## src/rtl/corr_pkg.sv

```systemverilog
// Shared types and constants for the correlator load scheduler.
package corr_pkg;

    localparam int DATA_LEN    = 32;
    localparam int CLK_DIV_DEF = 166667;
    localparam int FRAME_CNT_W = 12;

    typedef logic [FRAME_CNT_W-1:0] frame_cnt_t;

    typedef enum logic [2:0] {
        ST_IDLE,
        ST_GRANT,
        ST_SHIFT,
        ST_WAIT_ACK,
        ST_DONE
    } corr_ld_state_t;

    function automatic frame_cnt_t frame_cnt_inc(input frame_cnt_t c);
        return (&c) ? c : c + 1'b1;
    endfunction

endpackage

```

## src/rtl/corr_sck_gen.sv

```systemverilog
// Serial clock divider: toggles sck every CLK_DIV/2 cycles while enabled,
// flags the cycle of each falling and rising transition.
module corr_sck_gen #(
    parameter int CLK_DIV = 4
) (
    input  logic clki,
    input  logic rst_n,
    input  logic en,
    output logic sck,
    output logic fall_tick,
    output logic rise_tick
);

    localparam int HALF = CLK_DIV / 2;
    localparam int CW   = (HALF > 1) ? $clog2(HALF) : 1;

    logic [CW-1:0] cnt_q;
    logic          sck_q;
    logic          terminal;

    assign terminal  = en && (cnt_q == CW'(HALF - 1));
    assign fall_tick = terminal && sck_q;
    assign rise_tick = terminal && !sck_q;
    assign sck       = sck_q;

    always_ff @(posedge clki or negedge rst_n) begin
        if (!rst_n) begin
            cnt_q <= '0;
            sck_q <= 1'b0;
        end else if (!en) begin
            cnt_q <= '0;
            sck_q <= 1'b0;
        end else if (terminal) begin
            cnt_q <= '0;
            sck_q <= ~sck_q;
        end else begin
            cnt_q <= cnt_q + 1'b1;
        end
    end

endmodule

```

## src/rtl/corr_load_sched.sv

```systemverilog
// Round-robin scheduler and bit-serial shifter for the correlator load port.
// Define CORR_MSB_FIRST_EN to shift frames MSB first (default LSB first).
module corr_load_sched #(
    parameter int CLK_DIV     = corr_pkg::CLK_DIV_DEF,
    parameter int DATA_LEN    = corr_pkg::DATA_LEN,
    parameter int REP_W       = 4,
    parameter int ACK_TIMEOUT = 64
) (
    input  logic                clki,
    input  logic                rst_n,
    input  logic                req0,
    input  logic [DATA_LEN-1:0] word0,
    input  logic [REP_W-1:0]    rep0,
    output logic                gnt0,
    output logic                done0,
    input  logic                req1,
    input  logic [DATA_LEN-1:0] word1,
    input  logic [REP_W-1:0]    rep1,
    output logic                gnt1,
    output logic                done1,
    output logic                corr_sck,
    output logic                corr_sdi,
    input  logic                corr_ack,
    output logic                busy,
    output logic                err_timeout,
    input  logic                err_clr,
    output logic [11:0]         frames_sent
);
    import corr_pkg::*;

    localparam int BW = $clog2(DATA_LEN + 1);
    localparam int IW = (DATA_LEN > 1) ? $clog2(DATA_LEN) : 1;
    localparam int TW = $clog2(ACK_TIMEOUT + 1);

    corr_ld_state_t      state_q;
    logic                ack_s1_q, ack_s2_q;
    logic                owner_q, last_q;
    logic [DATA_LEN-1:0] word_q;
    logic [REP_W-1:0]    rep_q, rep_cnt_q;
    logic [BW-1:0]       bit_cnt_q;
    logic [TW-1:0]       tmo_q;
    logic                gnt0_q, gnt1_q, done0_q, done1_q;
    logic                sdi_q, err_q;
    frame_cnt_t          frames_q;

    logic                sck_en, fall_tick, sck_rise_unused;
    logic                pick;
    logic [IW-1:0]       bit_sel;
    logic                rep_last, tmo_hit;

    corr_sck_gen #(.CLK_DIV(CLK_DIV)) u_sck_gen (
        .clki      (clki),
        .rst_n     (rst_n),
        .en        (sck_en),
        .sck       (corr_sck),
        .fall_tick (fall_tick),
        .rise_tick (sck_rise_unused)
    );

    assign sck_en = (state_q == ST_SHIFT) || (state_q == ST_WAIT_ACK);

    // On a tie the requester not served last wins; otherwise whoever asks.
    assign pick = (req0 && req1) ? ~last_q : req1;

`ifdef CORR_MSB_FIRST_EN
    assign bit_sel = IW'(DATA_LEN - 1) - IW'(bit_cnt_q);
`else
    assign bit_sel = IW'(bit_cnt_q);
`endif

    assign rep_last = ((REP_W+1)'(rep_cnt_q) + 1'b1) == (REP_W+1)'(rep_q);
    assign tmo_hit  = fall_tick && (tmo_q == TW'(ACK_TIMEOUT - 1));

    always_ff @(posedge clki or negedge rst_n) begin
        if (!rst_n) begin
            state_q   <= ST_IDLE;
            ack_s1_q  <= 1'b0;
            ack_s2_q  <= 1'b0;
            owner_q   <= 1'b0;
            last_q    <= 1'b1;
            word_q    <= '0;
            rep_q     <= '0;
            rep_cnt_q <= '0;
            bit_cnt_q <= '0;
            tmo_q     <= '0;
            gnt0_q    <= 1'b0;
            gnt1_q    <= 1'b0;
            done0_q   <= 1'b0;
            done1_q   <= 1'b0;
            sdi_q     <= 1'b0;
            err_q     <= 1'b0;
            frames_q  <= '0;
        end else begin
            ack_s1_q <= corr_ack;
            ack_s2_q <= ack_s1_q;
            gnt0_q   <= 1'b0;
            gnt1_q   <= 1'b0;
            done0_q  <= 1'b0;
            done1_q  <= 1'b0;
            if (err_clr) err_q <= 1'b0;

            case (state_q)
                ST_IDLE: begin
                    if (req0 || req1) begin
                        owner_q   <= pick;
                        word_q    <= pick ? word1 : word0;
                        rep_q     <= pick ? ((rep1 == '0) ? REP_W'(1) : rep1)
                                          : ((rep0 == '0) ? REP_W'(1) : rep0);
                        rep_cnt_q <= '0;
                        bit_cnt_q <= '0;
                        gnt0_q    <= ~pick;
                        gnt1_q    <= pick;
                        state_q   <= ST_GRANT;
                    end
                end
                ST_GRANT: state_q <= ST_SHIFT;
                ST_SHIFT: begin
                    if (fall_tick) begin
                        if (bit_cnt_q == BW'(DATA_LEN)) begin
                            sdi_q   <= 1'b0;
                            tmo_q   <= '0;
                            state_q <= ST_WAIT_ACK;
                        end else begin
                            sdi_q     <= word_q[bit_sel];
                            bit_cnt_q <= bit_cnt_q + 1'b1;
                        end
                    end
                end
                ST_WAIT_ACK: begin
                    // Ack is checked before timeout so it wins a same-cycle tie.
                    if (ack_s2_q) begin
                        frames_q  <= frame_cnt_inc(frames_q);
                        rep_cnt_q <= rep_cnt_q + 1'b1;
                        if (rep_last) begin
                            done0_q <= ~owner_q;
                            done1_q <= owner_q;
                            state_q <= ST_DONE;
                        end else begin
                            bit_cnt_q <= '0;
                            state_q   <= ST_SHIFT;
                        end
                    end else if (tmo_hit) begin
                        err_q   <= 1'b1;
                        done0_q <= ~owner_q;
                        done1_q <= owner_q;
                        state_q <= ST_DONE;
                    end else if (fall_tick) begin
                        tmo_q <= tmo_q + 1'b1;
                    end
                end
                ST_DONE: begin
                    last_q  <= owner_q;
                    state_q <= ST_IDLE;
                end
                default: state_q <= ST_IDLE;
            endcase
        end
    end

    assign gnt0        = gnt0_q;
    assign gnt1        = gnt1_q;
    assign done0       = done0_q;
    assign done1       = done1_q;
    assign corr_sdi    = sdi_q;
    assign busy        = (state_q != ST_IDLE);
    assign err_timeout = err_q;
    assign frames_sent = frames_q;

endmodule

```

## config.mk

```make
export PLATFORM = sky130hd
export DESIGN_NAME = corr_load_sched
export DESIGN_NICKNAME = d
export VERILOG_FILES = /design/src/rtl/corr_pkg.sv /design/src/rtl/corr_sck_gen.sv /design/src/rtl/corr_load_sched.sv
export SDC_FILE = /design/constraint.sdc
export NUM_CORES = 1
export LEC_CHECK = 0
export CAP_MARGIN = 15
export CORE_MARGIN = 1.5
export CORE_UTILIZATION = 47
export DETAILED_ROUTE_END_ITERATION = 8
export PLACE_DENSITY = 0.89
export SLEW_MARGIN = 10
export SYNTH_ARGS = -nofsm -noshare
export SYNTH_HDL_FRONTEND = slang
export SYNTH_SLANG_ARGS = --single-unit
```

## constraint.sdc

```tcl
create_clock -name clki -period 2 [get_ports clki]
set_input_delay 0.6 -clock clki [delete_from_list [all_inputs] [get_ports clki]]
set_output_delay 0.6 -clock clki [all_outputs]
set_load 0.01 [all_outputs]
```

# Word level (Yosys, flattened, before mapping)
# Index checks and enable logic that the tools add are counted.
[word_totals]
in_bits = 78
out_inout_bits = 20
n_memories = 0
word_cells = 121
latchBits = 0
ram_bits = 0
ff_bits = 96
rom_bits = 0
[op_classes]
n_mux = 50
multipliers = 0
div_mod_pow = 0
n_eq_ne = 19
add_sub_neg = 6
order_cmp = 1
reduce_logical = 21
bitwise_logic = 5
n_shift = 0
[ops]
columns = ["operator", "n"]
rows = [
  ["$mux W7", 5],
  ["$mux W17", 2],
  ["$mux W32", 1],
  ["$mux W6", 5],
  ["$mux W1", 21],
  ["$mux W4", 5],
  ["$mux W3", 6],
  ["$ne A2 B2 Y1 const B", 9],
  ["$pmux W6 S3", 1],
  ["$add A17 B1 Y17 const B", 1],
  ["$eq A17 B17 Y1 const B", 1],
  ["$pmux W7 S2", 1],
  ["$add A12 B1 Y12 const B", 1],
  ["$pmux W3 S4", 1],
  ["$reduce_and A12 Y1", 1],
  ["$reduce_and A6 Y1", 2],
  ["$logic_not A4 Y1", 2],
  ["$pmux W4 S2", 1],
  ["$add A7 B1 Y7 const B", 1],
  ["$eq A7 B6 Y1 const B", 1],
  ["$add A6 B1 Y6 const B", 1],
  ["$eq A3 B2 Y1 const B", 2],
  ["$eq A6 B6 Y1 const B", 1],
  ["$lt A5 B6 Y1 const B", 1],
  ["17 further kinds", 29],
]

# Logic depth before layout (Yosys ltp)
[depth]
depth_word = 8
ltp_mapped = 9
ltp_nobuf = 7

# Cells and area by module
# A second synthesis with hierarchy kept.
[unflattened]
hier_cells = 478
area_unflattened_um2 = 4928.5
[by_module_without_submodules]
columns = ["mod", "cells_per_inst", "n_inst", "seq_area_each_um2", "area_per_inst_um2"]
rows = [
  ["corr_load_sched", 383, 1, 1953.1, 3966.3],
  ["corr_sck_gen", 95, 1, 450.4, 962.2],
]

# Least setup slack after synthesis
# No wires, ideal clock.
[synth_timing]
path_kind = "register to register"
startpoint = "register u_sck_gen.cnt_q[12]"
endpoint = "register bit_cnt_q[1]"
setup_time_ns = 0.079
n_path_buf = 0
arrival_time_ns = 2.112
t_required_ns = 1.921
path_stages_with_launch = 6
slack_ns = -0.192
synth_period_minus_slack_ns = 2.192
path_cell_list = "dfrtp_1 > or4b_4 > nor4_4 > nand4b_1 > a221oi_4 > mux2i_1"
[synth_between]
elab_chain_cells = 5
[synth_lines]
columns = ["element", "line_no", "rtl"]
rows = [
  ["start, declared", "corr_sck_gen.sv:17", "logic [CW-1:0] cnt_q;"],
  ["start signal, assigned", "corr_sck_gen.sv:37", "cnt_q <= cnt_q + 1'b1;"],
  ["$eq A17 B17 Y1", "corr_sck_gen.sv:21", "assign terminal = en && (cnt_q == CW'(HALF - 1));"],
  ["$logic_and A1 B1 Y1", "corr_sck_gen.sv:21", ""],
  ["$logic_and A1 B1 Y1", "corr_sck_gen.sv:22", "assign fall_tick = terminal && sck_q;"],
  ["$ne A2 B2 Y1 (no line)", "n/a", ""],
  ["$reduce_and A6 Y1 (no line)", "n/a", ""],
  ["end signal, assigned", "corr_load_sched.sv:125", "bit_cnt_q <= bit_cnt_q + 1'b1;"],
  ["end, declared", "corr_load_sched.sv:40", "logic [BW-1:0] bit_cnt_q;"],
]
# No other way between the ends.
# A chain may end at the register's enable or synchronous reset.

# Worst setup path in the final report
[layout_timing]
startpoint = "register u_sck_gen.cnt_q[4]"
endpoint = "register bit_cnt_q[4]"
# Same word-level chain as after synthesis.

==> flow_metrics.py <==
metrics = {
    "run_status": {
        "status": "finished with violations",
        "violations": "setup timing",
    },
    "detailed_routing": {
        "wire_per_inst_um": 16.3,
        "route.antenna.remaining_nets": 0,
        "vias": 4399,
        "drc": 0,
        "wirelength_um": 12600,
        "first_pass_iters": 5,
        "via_per_inst": 5.68,
        "drt_first_iter_violations": 213,
    },
    "yosys": {
        "yosysMostFrequentCell": "dfrtp_1",
        "syn_area_um2": 4970,
        "synthMuxAreaShare_pct": 11.3,
        "synth_common_cells": "dfrtp_1, nand2_1, mux2i_1, o21ai_0, nor2_1",
        "synth_compound_area_share_pct": 13.5,
        "ys_ff_latch": 96,
        "synth_top_area_share_pct": 47.8,
        "synth-simple-area-share_pct": 17.1,
        "synthAdderAreaFrac_pct": 1.76,
        "syn_nets": 575,
        "syn_area_per_cell_um2": 10.1,
        "synth-edff-count": 0,
        "synth_top_family_by_area": "simple AND/OR/NAND/NOR gates",
        "ys_seq_area_share_pct": 48.4,
        "synth_xor_area_share_pct": 4.93,
        "async_flop_share_pct": 100,
        "yosysTopAreaCell": "dfrtp_1",
        "yosysUniqueCellTypes": 61,
        "synth_top_flop_cell": "dfrtp_1",
        "synthCells": 490,
        "synth-warning-count": 0,
        "ys_top_cells_by_area": "dfrtp_1, mux2i_1, nand2_1",
    },
    "global_route": {
        "grt-busiest-layer": "met2",
        "grt_use_met1_pct": 28.2,
        "grt_usage_pct": 21.6,
        "overflow": 0,
        "met3_usage_pct": 3.65,
        "grt_max_degree": 74,
        "grt_pass1_wl_um": 19400,
        "antenna_found_initial": 0,
        "use_met2_pct": 36.2,
        "grt_pass1_vias": 4152,
    },
    "sta": {
        "finalWorstSetupSlack_ps": -264,
        "fmax_ghz": 0.442,
        "rsz0062_at_grt": "yes",
        "final.min_clock_period_ps": 2260,
        "slew-limit-headroom_pct": 63.5,
        "tightest_slew_ps": 542,
        "setup_viol": 36,
        "hold_viol": 0,
        "slew_viol_final": 0,
        "skew_ps": 19.4,
        "holdWs_ps": 175,
        "timing.final.crit_share_pct": 113,
    },
    "cts": {
        "cts.sink_count": 96,
        "insertion_delay_ps": 380,
        "cts_tree": "done",
        "htreeDepth": 3,
        "cts.path.max_buffers": 2,
        "clk_pin_slew_ps": 110,
        "root_buffer": "clkbuf_8",
        "cts_made_buffers": 9,
    },
    "worst_setup_path": {
        "cp-end-kind": "flop",
        "cp.required_ps": 2280,
        "cp_max_fo": 6,
        "cpMaxStageDelayCell": "or4b_4",
        "cp.arrival_ps": 2550,
        "critPathLaunchType": "flop",
        "crit_chain": "or4b_4, nor4_4, buf_4, buf_6, and4_4, buf_6, a31oi_1, a31oi_1",
        "crit_type": "flop to flop",
        "max_stage_delay_ps": 560,
    },
    "final_layout": {
        "layout-drive-gt1-share_pct": 18.8,
        "multi_input_area_um2": 2560,
        "regArea_um2": 2410,
        "nFillCells": 728,
        "nets": 718,
        "area.growth.synth_to_final_pct": 39.0,
        "antennaDiodeCount": 0,
    },
    "power_and_ir_drop": {
        "peakVddDrop_mv": 0.390,
        "powerDensity_nw_per_um2": 536,
        "total_leakage_power_nw": 3.15,
    },
    "min_path": {
        "hp-class": "input port to async pin",
    },
    "floorplanning": {
        "initial_core_util_pct": 48.4,
        "die-area_um2": 11200,
        "die_h_um": 106,
        "rows": 37,
        "core_area_um2": 10300,
        "die_w_um": 106,
        "io_pins": 98,
    },
    "placement": {
        "gp_congestion": 0.854,
        "dp_slack_ps": -216,
        "hpwl_um": 8540,
        "port_buffers": 97,
    },
    "job": {
        "maxCapViolations": 0,
    },
}
-- per-stage QoR --
| stage | util [%] | instances | TNS (ps) | power (mW) | instance area [um^2] |
|---|---|---|---|---|---|
| after floorplan | - | 490 | -1680 | 2.23 | 4980 |
| after global placement | 62.3 | 740 | -3980 | 2.46 | 6400 |
| after detailed placement | 62.3 | 740 | -6900 | 2.48 | 6400 |
| after CTS | 65.1 | 761 | -2340 | 3.71 | 6690 |
| after global routing | 67.2 | 774 | -7630 | 3.84 | 6910 |
| final | 67.2 | 774 | -5490 | 3.71 | 6910 |
-- worst paths after layout --
path                                    startpoint      endpoint  slack (ps)  cells past startpoint
worst min-delay path                         rst_n    word_q[11]         180                      1
min in group clki                         ack_s1_q      ack_s2_q         390                      0
worst min register to register            ack_s1_q      ack_s2_q         390                      0
worst max-delay path            u_sck_gen.cnt_q[4]  bit_cnt_q[4]        -260                      8
worst max register to register  u_sck_gen.cnt_q[4]  bit_cnt_q[4]        -260                      8
max in group asynchronous                    rst_n        last_q        1240                      2
-- final cells by class --
type / count / share of cell area [%]
well taps: 136 / 2.46
inverters: 13 / 0.706
multi-input cells: 356 / 37.1
flip-flops and latches: 96 / 34.9
repair buffers: 157 / 22.1
clock inverters: 6 / 0.797
clock buffers: 10 / 1.99
-- metal layers --
metal  part of all wire, %  vias to the layer above
met5                     0                        -
met3                   5.3                       29
met2                    50                      149
met4                   2.0                        0
li1                      -                     2044
met1                    42                     2177
-- cells by family (layout without fill, tap and decap cells) --
group	Yosys count	in the layout
buffers and inverters	38	186
multiplexers	51	51
AO/OA/AOI/OAI	103	103
flip-flops	96	96
AND/OR/NAND/NOR	167	167
XOR/XNOR	28	28
adder cells (fa/ha/maj)	7	7
-- worst max-delay path, delay by kind of cell, from the launching register on --
family,cells,cell delay (ps)
and+or+nand+nor,3,1080
buffers and inverters,3,390
DFF,1,410
AOI/OAI and AO/OA,2,290
-- layout by cell type (no fill, tap or decap), types with 6 or more instances in the layout --
cell type and n:
a21oi_1 7, a31oi_1 10, and3_1 12, buf_4 50, clkbuf_8 10, clkdlybuf4s50_1 94, dfrtp_1 91, ha_1 7
inv_1 13, mux2i_1 45, nand2_1 60, nand3_1 14, nor2_1 28, nor3_1 6, o21ai_0 42, or3_1 9
xnor2_1 14, xor2_1 14
-- timing repair --
action                                  in CTS  in global routing
setup buffers                                5                 12
gates cloned                                 0                  2
endpoints found under the hold margin        0                  0
gates resized for setup                     18                 20
endpoints found under the setup margin      19                 48
pin swaps                                   10                  7
hold buffers                                 0                  0
-- registers in the layout, summed over array words and instances (netlist names) --
register,cells
corr_sdi,1
rep_q,4
gnt0,1
tmo_q,7
u_sck_gen.sck,1
state_q,3
word_q,32
gnt1,1
u_sck_gen.cnt_q,17
owner_q,1
ack_s1_q,1
frames_sent,12
ack_s2_q,1
done1,1
done0,1
rep_cnt_q,4
bit_cnt_q,6
last_q,1
err_timeout,1
-- power breakdown --
part	switching, mW	internal [mW]
clock	0.743	0.515
combinational	0.162	0.242
sequential	0.0392	2.00
total	0.945	2.76
Note: power is estimated with default switching activity, not from simulation.
